### src/rtl/stage_if_pkg.sv
// Shared constants and FSM encoding for the instruction-fetch stage.
package stage_if_pkg;

    localparam logic [31:0] ZERO_WORD = 32'h0000_0000;
    localparam logic        STOP      = 1'b1;
    localparam logic        NO_STOP   = 1'b0;

    typedef enum logic [1:0] {
        IF_FETCH = 2'd0,
        IF_WAIT  = 2'd1,
        IF_HOLD  = 2'd2,
        IF_DRAIN = 2'd3
    } if_state_t;

endpackage

### src/rtl/stage_if.sv
// Instruction-fetch stage: reads a 32-bit word one byte at a time from the memory
// controller, presents it to if_id as a one-cycle get_inst pulse and advances the PC.
module stage_if
    import stage_if_pkg::*;
#(
    parameter logic [31:0] RESET_PC = 32'h0000_0000
) (
    input  logic        clk,
    input  logic        rst,
    input  logic [5:0]  stall,
    input  logic        branch_flag_i,
    input  logic [31:0] branch_target_i,
    output logic        mem_req_o,
    output logic [31:0] mem_addr_o,
    input  logic        mem_gnt_i,
    input  logic        mem_rvalid_i,
    input  logic [7:0]  mem_rdata_i,
    output logic        get_inst,
    output logic [31:0] if_pc,
    output logic [31:0] if_inst,
    output logic [1:0]  fsm_state
);

    // Memory handshake: mem_req_o/mem_addr_o are held until a cycle with mem_gnt_i high
    // accepts the request; exactly one mem_rvalid_i/mem_rdata_i answers it at least one
    // cycle later. Only one byte transaction is ever outstanding.

    if_state_t   state;
    logic [31:0] pc;
    logic [1:0]  byte_cnt;
    logic [31:0] word_buf;
    logic        in_flight;
    logic        unused_ok;

    assign unused_ok = ^{stall[5:1], branch_target_i[1:0]};

    // A granted byte is still owed by the controller until its rvalid arrives.
    assign in_flight = (state == IF_WAIT) || (state == IF_DRAIN) ||
                       ((state == IF_FETCH) && mem_gnt_i);

    assign mem_req_o  = (state == IF_FETCH) && !rst;
    assign mem_addr_o = pc + {30'd0, byte_cnt};
    assign fsm_state  = state;

    always_ff @(posedge clk or posedge rst) begin
        if (rst) begin
            state    <= IF_FETCH;
            pc       <= RESET_PC;
            byte_cnt <= 2'd0;
            word_buf <= ZERO_WORD;
            get_inst <= 1'b0;
            if_pc    <= ZERO_WORD;
            if_inst  <= ZERO_WORD;
        end else begin
            get_inst <= 1'b0;
            if (branch_flag_i) begin
                pc       <= {branch_target_i[31:2], 2'b00};
                byte_cnt <= 2'd0;
                word_buf <= ZERO_WORD;
                state    <= (in_flight && !mem_rvalid_i) ? IF_DRAIN : IF_FETCH;
            end else begin
                case (state)
                    IF_FETCH: begin
                        if (mem_gnt_i) begin
                            state <= IF_WAIT;
                        end
                    end
                    IF_WAIT: begin
                        if (mem_rvalid_i) begin
                            if (byte_cnt != 2'd3) begin
                                word_buf[{byte_cnt, 3'b000} +: 8] <= mem_rdata_i;
                                byte_cnt <= byte_cnt + 2'd1;
                                state    <= IF_FETCH;
                            end else begin
                                byte_cnt          <= 2'd0;
                                word_buf[31:24]   <= mem_rdata_i;
                                if (stall[0] == NO_STOP) begin
                                    get_inst <= 1'b1;
                                    if_pc    <= pc;
                                    if_inst  <= {mem_rdata_i, word_buf[23:0]};
                                    pc       <= pc + 32'd4;
                                    state    <= IF_FETCH;
                                end else begin
                                    state <= IF_HOLD;
                                end
                            end
                        end
                    end
                    IF_HOLD: begin
                        if (stall[0] == NO_STOP) begin
                            get_inst <= 1'b1;
                            if_pc    <= pc;
                            if_inst  <= word_buf;
                            pc       <= pc + 32'd4;
                            state    <= IF_FETCH;
                        end
                    end
                    IF_DRAIN: begin
                        if (mem_rvalid_i) begin
                            state <= IF_FETCH;
                        end
                    end
                    default: state <= IF_FETCH;
                endcase
            end
        end
    end

endmodule

### config.mk
export PLATFORM = sky130hd
export DESIGN_NAME = stage_if
export DESIGN_NICKNAME = d
export VERILOG_FILES = /design/src/rtl/stage_if_pkg.sv /design/src/rtl/stage_if.sv
export SDC_FILE = /design/constraint.sdc
export NUM_CORES = 1
export LEC_CHECK = 0
export ABC_AREA = 1
export BUFFER_PORTS_ARGS = -buffer_cell sky130_fd_sc_hd__clkbuf_2
export CORE_UTILIZATION = 53
export CTS_BUF_LIST = sky130_fd_sc_hd__clkbuf_4 sky130_fd_sc_hd__clkbuf_8
export CTS_CLUSTER_DIAMETER = 40
export DETAILED_ROUTE_END_ITERATION = 6
export GPL_ROUTABILITY_DRIVEN = 0
export GPL_TIMING_DRIVEN = 0
export PLACE_DENSITY_LB_ADDON = 0.25
export SLEW_MARGIN = 20
export SYNTH_ARGS = -nofsm -noshare
export SYNTH_HDL_FRONTEND = slang
export SYNTH_SLANG_ARGS = --single-unit
export TNS_END_PERCENT = 30
### constraint.sdc
create_clock -name clk -period 11.42 [get_ports clk]
set_input_delay 2.284 -clock clk [delete_from_list [all_inputs] [get_ports clk]]
set_output_delay 2.284 -clock clk [all_outputs]
set_load 0.005 [all_outputs]
==> impl_summary.txt, run 1 <==
----------------------------------------------------
[Worst setup path]
  Critical setup path kind ... in2out
  Most used cell, CP ... clkbuf_2
  Startpoint class of the critical path ... input port
  Worst Path Required ... 9.14 ns
  Cells along the critical path ... clkbuf_2 -> nor2_1 -> clkbuf_2
  Worst stage delay on the critical path ... 0.13 ns
  Crit path capture type ... primary output
  Data arrival time at the worst-slack endpoint ... 2.64 ns
  Maximum fanout encountered on the critical timing path ... 2
  Critical-path cell with the highest stage delay ... clkbuf_2
  Reg-to-reg setup timing slack ... 9.41 ns

[Power]
  Gate power share ... 31.3%
  Net Sw Frac ... 35.7%
  Part of the power in registers ... 42.2%
  Power dissipated by switching net loads ... 0.556 mW
  Cell area power density ... 199 mW/mm^2
  Final Power ... 1.56 mW
  Clock share of power ... 26.5%
  Static leakage ... 3.90 nW
  Cell internal pwr ... 1.00 mW
  Maximum ir drop on the vdd rail ... 0.106 mV

[Clock tree]
  Clock input transition at the sequential cells of the worst setup and hold paths ... 0.07 ns
  Buffers from clock root to sink, at most ... 2
  TritonCTS clock tree ... built
  CTS Root Cell ... clkbuf_8
  Clk sink count ... 129
  CTS H-tree depth ... 4
  Clock network latency to the later pin of the worst-skew pair ... 0.45 ns
  Number of buffers added to fix hold violations after cts ... 0
  Resize count post-CTS ... 0
  Number of CTS-inserted buffers ... 17
  Postcts setup bufs ... 0

[Synth]
  Average cell area after synthesis ... 7.78 sq um
  Post-synthesis cell type count ... 32
  Post-synthesis sequential area ratio ... 49.9%
  Register bit count reported by yosys ... 129
  Post-synthesis cell count ... 832
  Netlist Area Pre-Place ... 0.00647 sq mm
  Count of yosys warnings during synthesis ... 0

[STA]
  Min Tclk post-route ... 4.92 ns
  Transition at the pin with the smallest max-transition slack ... 0.633 ns
  Peak clock frequency supported by timing ... 203 MHz
  Worst relative slew slack ... 57.4%
  Final Hold Viols ... 0
  Unrepaired setup endpoints after global routing ... false
  Number of failing setup endpoints in the final timing report ... 0
  Final worst path period share ... 43.1%
  Sum of negative setup slack ... 0 ns
  Final clock skew ... 0.00838 ns
  Number of max-slew violations in the final report ... 0

[Detailed routing]
  Number of DRC violations after detailed-routing iteration 0 ... 401
  Post-Route WL ... 15900 um
  DR WL/cell ... 13.7 um
  Drt pass-1 iters ... 6
  Post-detailed-route count of antenna-violating nets ... 0
  Residual DRC count ... 0
  Via count of the routed design ... 5871
  Routed vias/inst ... 5.09

[Die]
  Initial Util ... 54.1%
  Die outline height ... 113 um
  Number of placement rows ... 40
  I/O pin cnt ... 151
  Core Area ... 0.0120 sq mm
  Area of the die ... 0.0127 sq mm
  Horizontal die dimension ... 113 um

[Place]
  Number of port buffers ... 141
  Placed inst area ... 0.00740 sq mm
  Dpl cells ... 1122
  Placed wire-length estimate ... 11700 um

[Layout]
  Post-route cell area ... 0.00782 sq mm
  Fill cells ... 1088
  Relative area change from synthesis to final layout ... 20.8%
  Total Nets Final ... 1056
  Count of placed standard cells in the final layout, fillers left out ... 1154
  ANT cells ... 0
  Share of layout cells above drive strength 1 ... 21.8%
  Final core area utilization ... 65.4%

[GRT]
  Pin count of the biggest net entering global routing ... 103
  Antenna violations before repair ... 0
  Via count of the first global-routing pass ... 5537
  Total global routing track utilization ... 26.9%
  Grt total ovfl ... 0
  Global-route wire length before repair ... 26500 um

[Min path]
  Classification of the worst-slack hold path ... reg2reg

[Status]
  Status ... complete, no violations

[Flow run]
  Max-capacitance violation count ... 0

----------------------------------------------------
worst max-delay path: cells and delay by family:
kind	cells	cell delay [ns]
AND/OR/NAND/NOR	1	0.11
buffers and inverters	2	0.24
layout make-up:
type	count	area (sq um)	share of cell area [%]
Sequential cell	129	3230	41.3
Multi-Input combinational cell	544	2590	33.1
Timing Repair Buffer	142	733	9.38
Inverter	98	375	4.80
Buffer	62	293	3.74
Clock buffer	21	283	3.62
Tap cell	147	184	2.35
Clock inverter	11	135	1.73
cell families after synthesis:
family / share of synthesized area, %
XOR/XNOR: 0.271
AO/OA/AOI/OAI: 11.9
buffers and inverters: 10.2
flip-flops: 49.9
adder cells (fa/ha/maj): 2.13
AND/OR/NAND/NOR: 25.6
other: 0.0579
cell usage after synthesis:
cell	number	area (sq um)
nand2_1	245	920
dfrtp_1	129	3230
inv_1	96	360
nand3_1	72	360
o21ai_0	61	305
o21ai_1	53	265
nor2_1	47	176
clkbuf_1	37	139
buf_2	18	90.1
ha_1	11	138
nand4_1	10	62.6
o31ai_1	8	60.1
nor2_2	7	43.8
o211ai_1	5	37.5
o22ai_1	5	31.3
buf_4	4	30.0
and2_1	3	18.8
buf_6	3	33.8
a31oi_2	2	25.0
inv_2	2	7.51
nand2_2	2	12.5
xnor2_1	2	17.5
a21boi_2	1	11.3
a21oi_1	1	5.00
a31oi_1	1	6.26
conb_1	1	3.75
nand4_2	1	12.5
nand4_4	1	21.3
nor2_4	1	11.3
nor4_2	1	12.5
o31ai_4	1	21.3
or2_2	1	6.26
through the flow:
step,hold WS (ns),setup WS (ns)
after detailed placement,0.467,6.50
final,0.482,6.50
after global routing,0.508,6.43
after global placement,0.458,4.28
after floorplan,0.452,5.70
after CTS,0.484,6.50
final timing paths:
| path | start | to | cells past startpoint |
|---|---|---|---|
| worst min-delay path | word_buf[3]$_DFFE_PP0P_ | word_buf[3]$_DFFE_PP0P_ | 2 |
| max in group asynchronous | rst | pc[20]$_DFFE_PP0P_ | 3 |
| worst max register to register | fsm_state[1]$_DFFE_PP0P_ | if_pc[28]$_DFFE_PP0P_ | 7 |
| worst max-delay path | rst | mem_req_o | 3 |
| worst min register to register | word_buf[3]$_DFFE_PP0P_ | word_buf[3]$_DFFE_PP0P_ | 2 |
| min in group asynchronous | rst | if_pc[8]$_DFFE_PP0P_ | 2 |
state kept, by name (all words and copies together), names as in the netlist:
register and cells:
if_inst 32, word_buf 32, if_pc 30, fsm_state 2
get_inst 1, pc 30, byte_cnt 2
cell usage in the layout (no fill, tap or decap), types with 6 or more instances in the layout:
cell	n
nand4_1	10
o21ai_1	53
nor2_2	7
clkbuf_1	37
clkinv_2	6
dfrtp_1	129
buf_2	18
nand2_1	245
nand3_1	72
clkbuf_2	141
ha_1	11
o31ai_1	8
o21ai_0	61
nor2_1	47
inv_1	95
clkbuf_8	20
metal layers:
metal,wire (um),vias to the layer above,GRT usage (%)
met4,382,0,11.3
met1,6790,2703,33.4
met3,798,30,5.13
met2,7890,179,46.2
li1,-,2959,-
met5,0,-,0
power by group through the flow:
stage / registers [mW] / logic, mW / clock network [mW]
2_1_floorplan: 0.655 / 0.293 / 0
3_3_place_gp: 0.660 / 0.481 / 0
3_5_place_dp: 0.663 / 0.492 / 0
4_1_cts: 0.655 / 0.494 / 0.417
5_1_grt: 0.671 / 0.556 / 0.437
6_report: 0.658 / 0.488 / 0.412
No activity file was read; power rests on OpenSTA's default activity.
==> run 2, diff against run 1 <==
Settings changed: CORE_UTILIZATION 53 to 51.
Clock period 11.42 ns to 4.5 ns, I/O delays scaled along.
==> impl_summary.txt, run 2 (synthesized netlist as in run 1, its figures left out) <==
----------------------------------------------------
[Clock tree]
  Postcts setup bufs ... 0
  Resize count post-CTS ... 0
  Buffers from clock root to sink, at most ... 2
  CTS H-tree depth ... 4
  CTS Root Cell ... clkbuf_8
  Clock input transition at the sequential cells of the worst setup and hold paths ... 0.08 ns
  Clock network latency to the later pin of the worst-skew pair ... 0.45 ns
  Clk sink count ... 129
  Number of buffers added to fix hold violations after cts ... 0
  TritonCTS clock tree ... built
  Number of CTS-inserted buffers ... 17

[Worst setup path]
  Reg-to-reg setup timing slack ... 2.43 ns
  Critical setup path kind ... reg2out
  Cells along the critical path ... inv_1 -> ha_1 -> inv_1 -> nor2_1 -> clkbuf_2
  Data arrival time at the worst-slack endpoint ... 1.44 ns
  Endpoint of the lowest-slack register-to-register path ... word_buf[11]$_DFFE_PP0P_
  Worst Path Required ... 3.60 ns
  Critical-path cell with the highest stage delay ... dfrtp_1
  Launching point of the worst reg2reg path ... byte_cnt[0]$_DFFE_PP0P_
  Most used cell, CP ... inv_1
  Worst R2R Path Depth ... 7
  Startpoint class of the critical path ... flop
  Worst stage delay on the critical path ... 0.42 ns
  Maximum fanout encountered on the critical timing path ... 4
  Crit path capture type ... primary output

[Power]
  Static leakage ... 3.92 nW
  Part of the power in registers ... 40.8%
  Clock share of power ... 29.2%
  Maximum ir drop on the vdd rail ... 0.271 mV
  Net Sw Frac ... 34.9%
  Final Power ... 4.11 mW
  Gate power share ... 30.1%
  Cell area power density ... 520 mW/mm^2
  Power dissipated by switching net loads ... 1.43 mW
  Cell internal pwr ... 2.68 mW

[Detailed routing]
  Post-Route WL ... 16400 um
  Drt pass-1 iters ... 5
  Routed vias/inst ... 5.06
  Number of DRC violations after detailed-routing iteration 0 ... 400
  Residual DRC count ... 0
  Post-detailed-route count of antenna-violating nets ... 0
  Via count of the routed design ... 5943
  DR WL/cell ... 14.0 um

[Layout]
  Relative area change from synthesis to final layout ... 22.2%
  Total Nets Final ... 1056
  Commonest cells after routing, fill and taps aside ... 245 x nand2_1, 141 x clkbuf_2, 129 x dfrtp_1
  Fill cells ... 1106
  Post-route cell area ... 0.00791 sq mm
  Largest registers ... if_inst x32, word_buf x32
  Share of layout cells above drive strength 1 ... 21.8%
  Most common library cell in the layout ignoring fill and taps ... nand2_1
  ANT cells ... 0

[STA]
  Post-route worst setup slack ... 2.16 ns
  Final Hold Viols ... 0
  Worst relative slew slack ... 57.2%
  Final clock skew ... 0.0107 ns
  Number of max-slew violations in the final report ... 0
  Unrepaired setup endpoints after global routing ... false
  Post-route worst hold slack ... 0.427 ns
  Transition at the pin with the smallest max-transition slack ... 0.637 ns
  Peak clock frequency supported by timing ... 427 MHz
  Min Tclk post-route ... 2.34 ns
  Final worst path period share ... 52.0%
  Number of failing setup endpoints in the final timing report ... 0

[GRT]
  Via count of the first global-routing pass ... 5488
  Global-route wire length before repair ... 26800 um
  Met2 Resource Use GR ... 40.6%
  Met3 capacity usage during global routing ... 6.09%
  Antenna violations before repair ... 0
  Total global routing track utilization ... 26.6%
  Pin count of the biggest net entering global routing ... 88
  Grt total ovfl ... 0
  Global routing's busiest layer ... met2
  Met1 Usage GRT ... 37.9%

[Place]
  Placed wire-length estimate ... 11900 um
  Placed inst area ... 0.00743 sq mm
  Worst slack, placed ... 2.22 ns
  Number of port buffers ... 141

[Status]
  Status ... complete, no violations

[Die]
  Horizontal die dimension ... 115 um
  Area of the die ... 0.0131 sq mm
  Initial Util ... 53.0%
  Number of placement rows ... 40
  I/O pin cnt ... 151
  Die outline height ... 115 um
  Core Area ... 0.0122 sq mm

[Min path]
  Classification of the worst-slack hold path ... in2async

[Flow run]
  Max-capacitance violation count ... 0

----------------------------------------------------
## run 2: through the flow
stage          cells  utilization, %  setup TNS [ns]
3_3_place_gp    1142            60.5         -160.57
3_5_place_dp    1143            60.8               0
4_1_cts         1174            64.8               0
2_1_floorplan    833               -               0
6_report        1174            64.8               0
5_1_grt         1174            64.8               0
## run 2: area by class of cell
| cell class | count | area, sq um | share of cell area, % |
|---|---|---|---|
| Buffer | 62 | 293 | 3.70 |
| Clock buffer | 18 | 248 | 3.13 |
| Clock inverter | 13 | 234 | 2.96 |
| Inverter | 98 | 375 | 4.75 |
| Multi-Input combinational cell | 544 | 2590 | 32.7 |
| Sequential cell | 129 | 3230 | 40.8 |
| Tap cell | 168 | 210 | 2.66 |
| Timing Repair Buffer | 142 | 733 | 9.27 |
## run 2: worst max-delay path by stage
stage,from,to,slack [ns],depth (start not counted)
after floorplan,rst,byte_cnt[0]$_DFFE_PP0P_,0.16,1
after global placement,rst,if_pc[31]$_DFFE_PP0P_,-1.25,2
after detailed placement,branch_flag_i,fsm_state[1]$_DFFE_PP0P_,2.22,7
after CTS,fsm_state[0]$_DFFE_PP0P_,mem_req_o,2.14,5
after global routing,fsm_state[0]$_DFFE_PP0P_,mem_req_o,2.03,5
final,fsm_state[0]$_DFFE_PP0P_,mem_req_o,2.16,5
## run 2: worst max-delay path: cells and delay by family (launching register included)
family        cells  cell delay [ns]
fa+ha+maj         1             0.18
flops             1             0.42
simple gates      1             0.08
buf+inv           3             0.31
## run 2: routing by layer
| metal | part of all wire [%] | vias up |
|---|---|---|
| met3 | 6.4 | 28 |
| met4 | 1.6 | 0 |
| met1 | 47 | 2760 |
| met5 | 0 | - |
| li1 | - | 2960 |
| met2 | 45 | 195 |
## run 2: power by group through the flow
stage / clock (mW) / sequential (mW) / combinational, mW
floorplan: 0 / 1.66 / 0.744
global placement: 0 / 1.69 / 1.21
detailed placement: 0 / 1.69 / 1.24
CTS: 1.21 / 1.67 / 1.25
global route: 1.26 / 1.71 / 1.42
finish: 1.20 / 1.68 / 1.24
==> run 3, diff against run 2 <==
Settings changed: ABC_AREA 1 to 0, CORE_UTILIZATION 51 to 53.
Clock period 4.5 ns to 2.2 ns, I/O delays scaled along.
==> impl_summary.txt, run 3 <==
----------------------------------------------------
[STA]
  Post-route worst setup slack ... 0.0209 ns
  Number of max-slew violations in the final report ... 0
  Final clock skew ... 0.0109 ns
  Peak clock frequency supported by timing ... 459 MHz
  Number of failing setup endpoints in the final timing report ... 0
  Transition at the pin with the smallest max-transition slack ... 0.800 ns
  Min Tclk post-route ... 2.18 ns
  Final Hold Viols ... 0
  Unrepaired setup endpoints after global routing ... true
  Final worst path period share ... 99.0%
  Worst relative slew slack ... 46.3%

[Detailed routing]
  Post-detailed-route count of antenna-violating nets ... 0
  Drt pass-1 iters ... 6
  Post-Route WL ... 15600 um
  DR WL/cell ... 16.9 um
  Routed vias/inst ... 5.70
  Number of DRC violations after detailed-routing iteration 0 ... 365
  Residual DRC count ... 0
  Via count of the routed design ... 5252

[GRT]
  Via count of the first global-routing pass ... 5075
  Pin count of the biggest net entering global routing ... 37
  Grt total ovfl ... 0
  Met1 Usage GRT ... 33.7%
  Met2 Resource Use GR ... 44.9%
  Global-route wire length before repair ... 24800 um
  Met3 capacity usage during global routing ... 7.35%
  Antenna violations before repair ... 0
  Global routing's busiest layer ... met2
  Total global routing track utilization ... 27.3%

[Layout]
  Most common library cell in the layout ignoring fill and taps ... clkbuf_2
  Commonest cells after routing, fill and taps aside ... 142 x clkbuf_2, 127 x dfrtp_1, 97 x nand2_1
  Relative area change from synthesis to final layout ... 24.7%
  Fill cells ... 920
  Share of layout cells above drive strength 1 ... 36.1%
  Post-route cell area ... 0.00773 sq mm
  Total Nets Final ... 827
  Largest registers ... if_inst x32, word_buf x32
  Register area ... 0.00323 sq mm
  ANT cells ... 0
  Multi-input gate area in the final layout ... 0.00269 sq mm

[Worst setup path]
  Top delay family on crit path ... compound AO/OA/AOI/OAI gates
  Worst stage delay on the critical path ... 0.41 ns
  Worst R2R Path Depth ... 8
  Endpoint of the lowest-slack register-to-register path ... pc[27]$_DFFE_PP0P_
  Critical-path cell with the highest stage delay ... dfrtp_1
  Maximum fanout encountered on the critical timing path ... 10
  Crit path capture type ... flop
  Reg-to-reg setup timing slack ... 0.02 ns
  Launching point of the worst reg2reg path ... fsm_state[1]$_DFFE_PP0P_
  Data arrival time at the worst-slack endpoint ... 2.50 ns
  Startpoint class of the critical path ... flop
  Critical setup path kind ... reg2reg
  Cells along the critical path ... inv_2 -> ha_2 -> nand2b_2 -> buf_4 -> a211o_1 -> clkbuf_4 -> o31ai_1 -> nand3_1
  Buffer and inverter count on the worst path ... 3
  Worst Path Required ... 2.52 ns

[Synth]
  Fraction of synthesized cell area taken by the top area cell type ... 52.1%
  Most frequent cells after synthesis ... 129 x dfrtp_1, 97 x nand2_1, 52 x mux2_2
  Post-synthesis cell count ... 598
  EDFF count, synth ... 0
  Proportion of register bits with asynchronous set or reset after synthesis ... 100%
  Top area cells in the synthesized netlist ... dfrtp_1 52%, mux2_2 9.4%, nand2_1 5.9%, o21ai_0 3.1%, clkbuf_1 2.4%
  Post-synthesis cell type count ... 58
  Prevailing post-synth register cell ... dfrtp_1
  Average cell area after synthesis ... 10.4 sq um
  Netlist Area Pre-Place ... 0.00620 sq mm
  Post-synthesis sequential area ratio ... 52.1%
  Yosys top cell by area ... dfrtp_1
  Count of yosys warnings during synthesis ... 0
  Most instantiated library cell after synthesis ... dfrtp_1
  Register bit count reported by yosys ... 129

[Flow run]
  Max-capacitance violation count ... 0

[Clock tree]
  Clk sink count ... 129
  Buffers from clock root to sink, at most ... 2
  Number of buffers added to fix hold violations after cts ... 0
  CTS Root Cell ... clkbuf_8
  TritonCTS clock tree ... built
  Number of CTS-inserted buffers ... 17
  Clock input transition at the sequential cells of the worst setup and hold paths ... 0.07 ns
  Clock network latency to the later pin of the worst-skew pair ... 0.45 ns
  CTS H-tree depth ... 4

[Die]
  Core Area ... 0.0114 sq mm
  I/O pin cnt ... 151
  Horizontal die dimension ... 110 um
  Area of the die ... 0.0121 sq mm
  Die outline height ... 110 um
  Initial Util ... 54.3%
  Number of placement rows ... 39

[Place]
  Worst slack, placed ... -0.260 ns
  Placed inst area ... 0.00717 sq mm
  Number of port buffers ... 139
  Placed wire-length estimate ... 11000 um

[Power]
  Cell area power density ... 974 mW/mm^2
  Maximum ir drop on the vdd rail ... 0.933 mV
  Static leakage ... 3.52 nW

[Min path]
  Classification of the worst-slack hold path ... in2async

[Status]
  Status ... complete, no violations

----------------------------------------------------
==> run 3: cell types whose count changed after synthesis, sizes merged, moves of 28 or more <==
cell   change
nand2    -150
nor2      -28
inv       -88
o21ai     -76
nand3     -57
mux2      +55
==> run 3: area by class of cell <==
class	count	area share, %
Buffer	63	4.28
Clock buffer	22	3.68
Clock inverter	10	2.04
Inverter	10	0.534
Multi-Input combinational cell	397	34.8
Sequential cell	129	41.8
Tap cell	143	2.32
Timing Repair Buffer	147	10.5
==> run 3: power breakdown <==
group	total, mW	internal [mW]	switching (mW)
logic	2.03	1.05	0.983
registers	3.25	2.89	0.361
clock network	2.25	1.33	0.923
==> run 3: how the worst max path moves through the flow <==
stage | cells past startpoint | startpoint | to | slack (ns)
after floorplan | 8 | fsm_state[1]$_DFFE_PP0P_ | pc[21]$_DFFE_PP0P_ | 0.15
after global placement | 2 | rst | if_inst[8]$_DFFE_PP0P_ | -0.59
after detailed placement | 5 | byte_cnt[0]$_DFFE_PP0P_ | if_pc[2]$_DFFE_PP0P_ | -0.26
after CTS | 7 | fsm_state[0]$_DFFE_PP0P_ | pc[23]$_DFFE_PP0P_ | 0.0005
after global routing | 7 | fsm_state[1]$_DFFE_PP0P_ | pc[20]$_DFFE_PP0P_ | -0.03
final | 8 | fsm_state[1]$_DFFE_PP0P_ | pc[27]$_DFFE_PP0P_ | 0.02
==> run 3: logic make-up (layout without fill, tap and decap cells) <==
logic type	count (synthesis)	after routing	share of synthesized area [%]
xor+xnor	9	9	1.27
simple gates	199	199	16.2
fa+ha+maj	11	11	2.22
other cells	1	2	0.0605
buf+inv	73	252	5.73
mux	64	64	11.4
flops	129	129	52.1
compound gates	112	112	10.9
==> run 3: stage by stage <==
| stage | cells | hold slack [ns] | total power, mW | utilization [%] | TNS, ns |
|---|---|---|---|---|---|
| after floorplan | 599 | 0.444 | 4.40 | - | 0 |
| after global placement | 881 | 0.456 | 5.13 | 62.0 | -83.38 |
| after detailed placement | 885 | 0.466 | 5.26 | 62.8 | -12.12 |
| after CTS | 919 | 0.0000481 | 7.55 | 67.2 | 0 |
| after global routing | 921 | 0.0208 | 7.97 | 67.7 | -0.0755 |
| final | 921 | 0.00426 | 7.53 | 67.7 | 0 |
==> run 3: layer usage <==
layer	vias to the layer above	wire length (um)
met5	-	0
met4	0	299
met3	33	1110
met2	249	7710
met1	2557	6450
li1	2413	-
==> run 3: timing repair <==
action,in CTS,in global routing
setup buffers,2,2
gates resized for setup,13,15
endpoints found under the setup margin,88,71
pin swaps,0,2
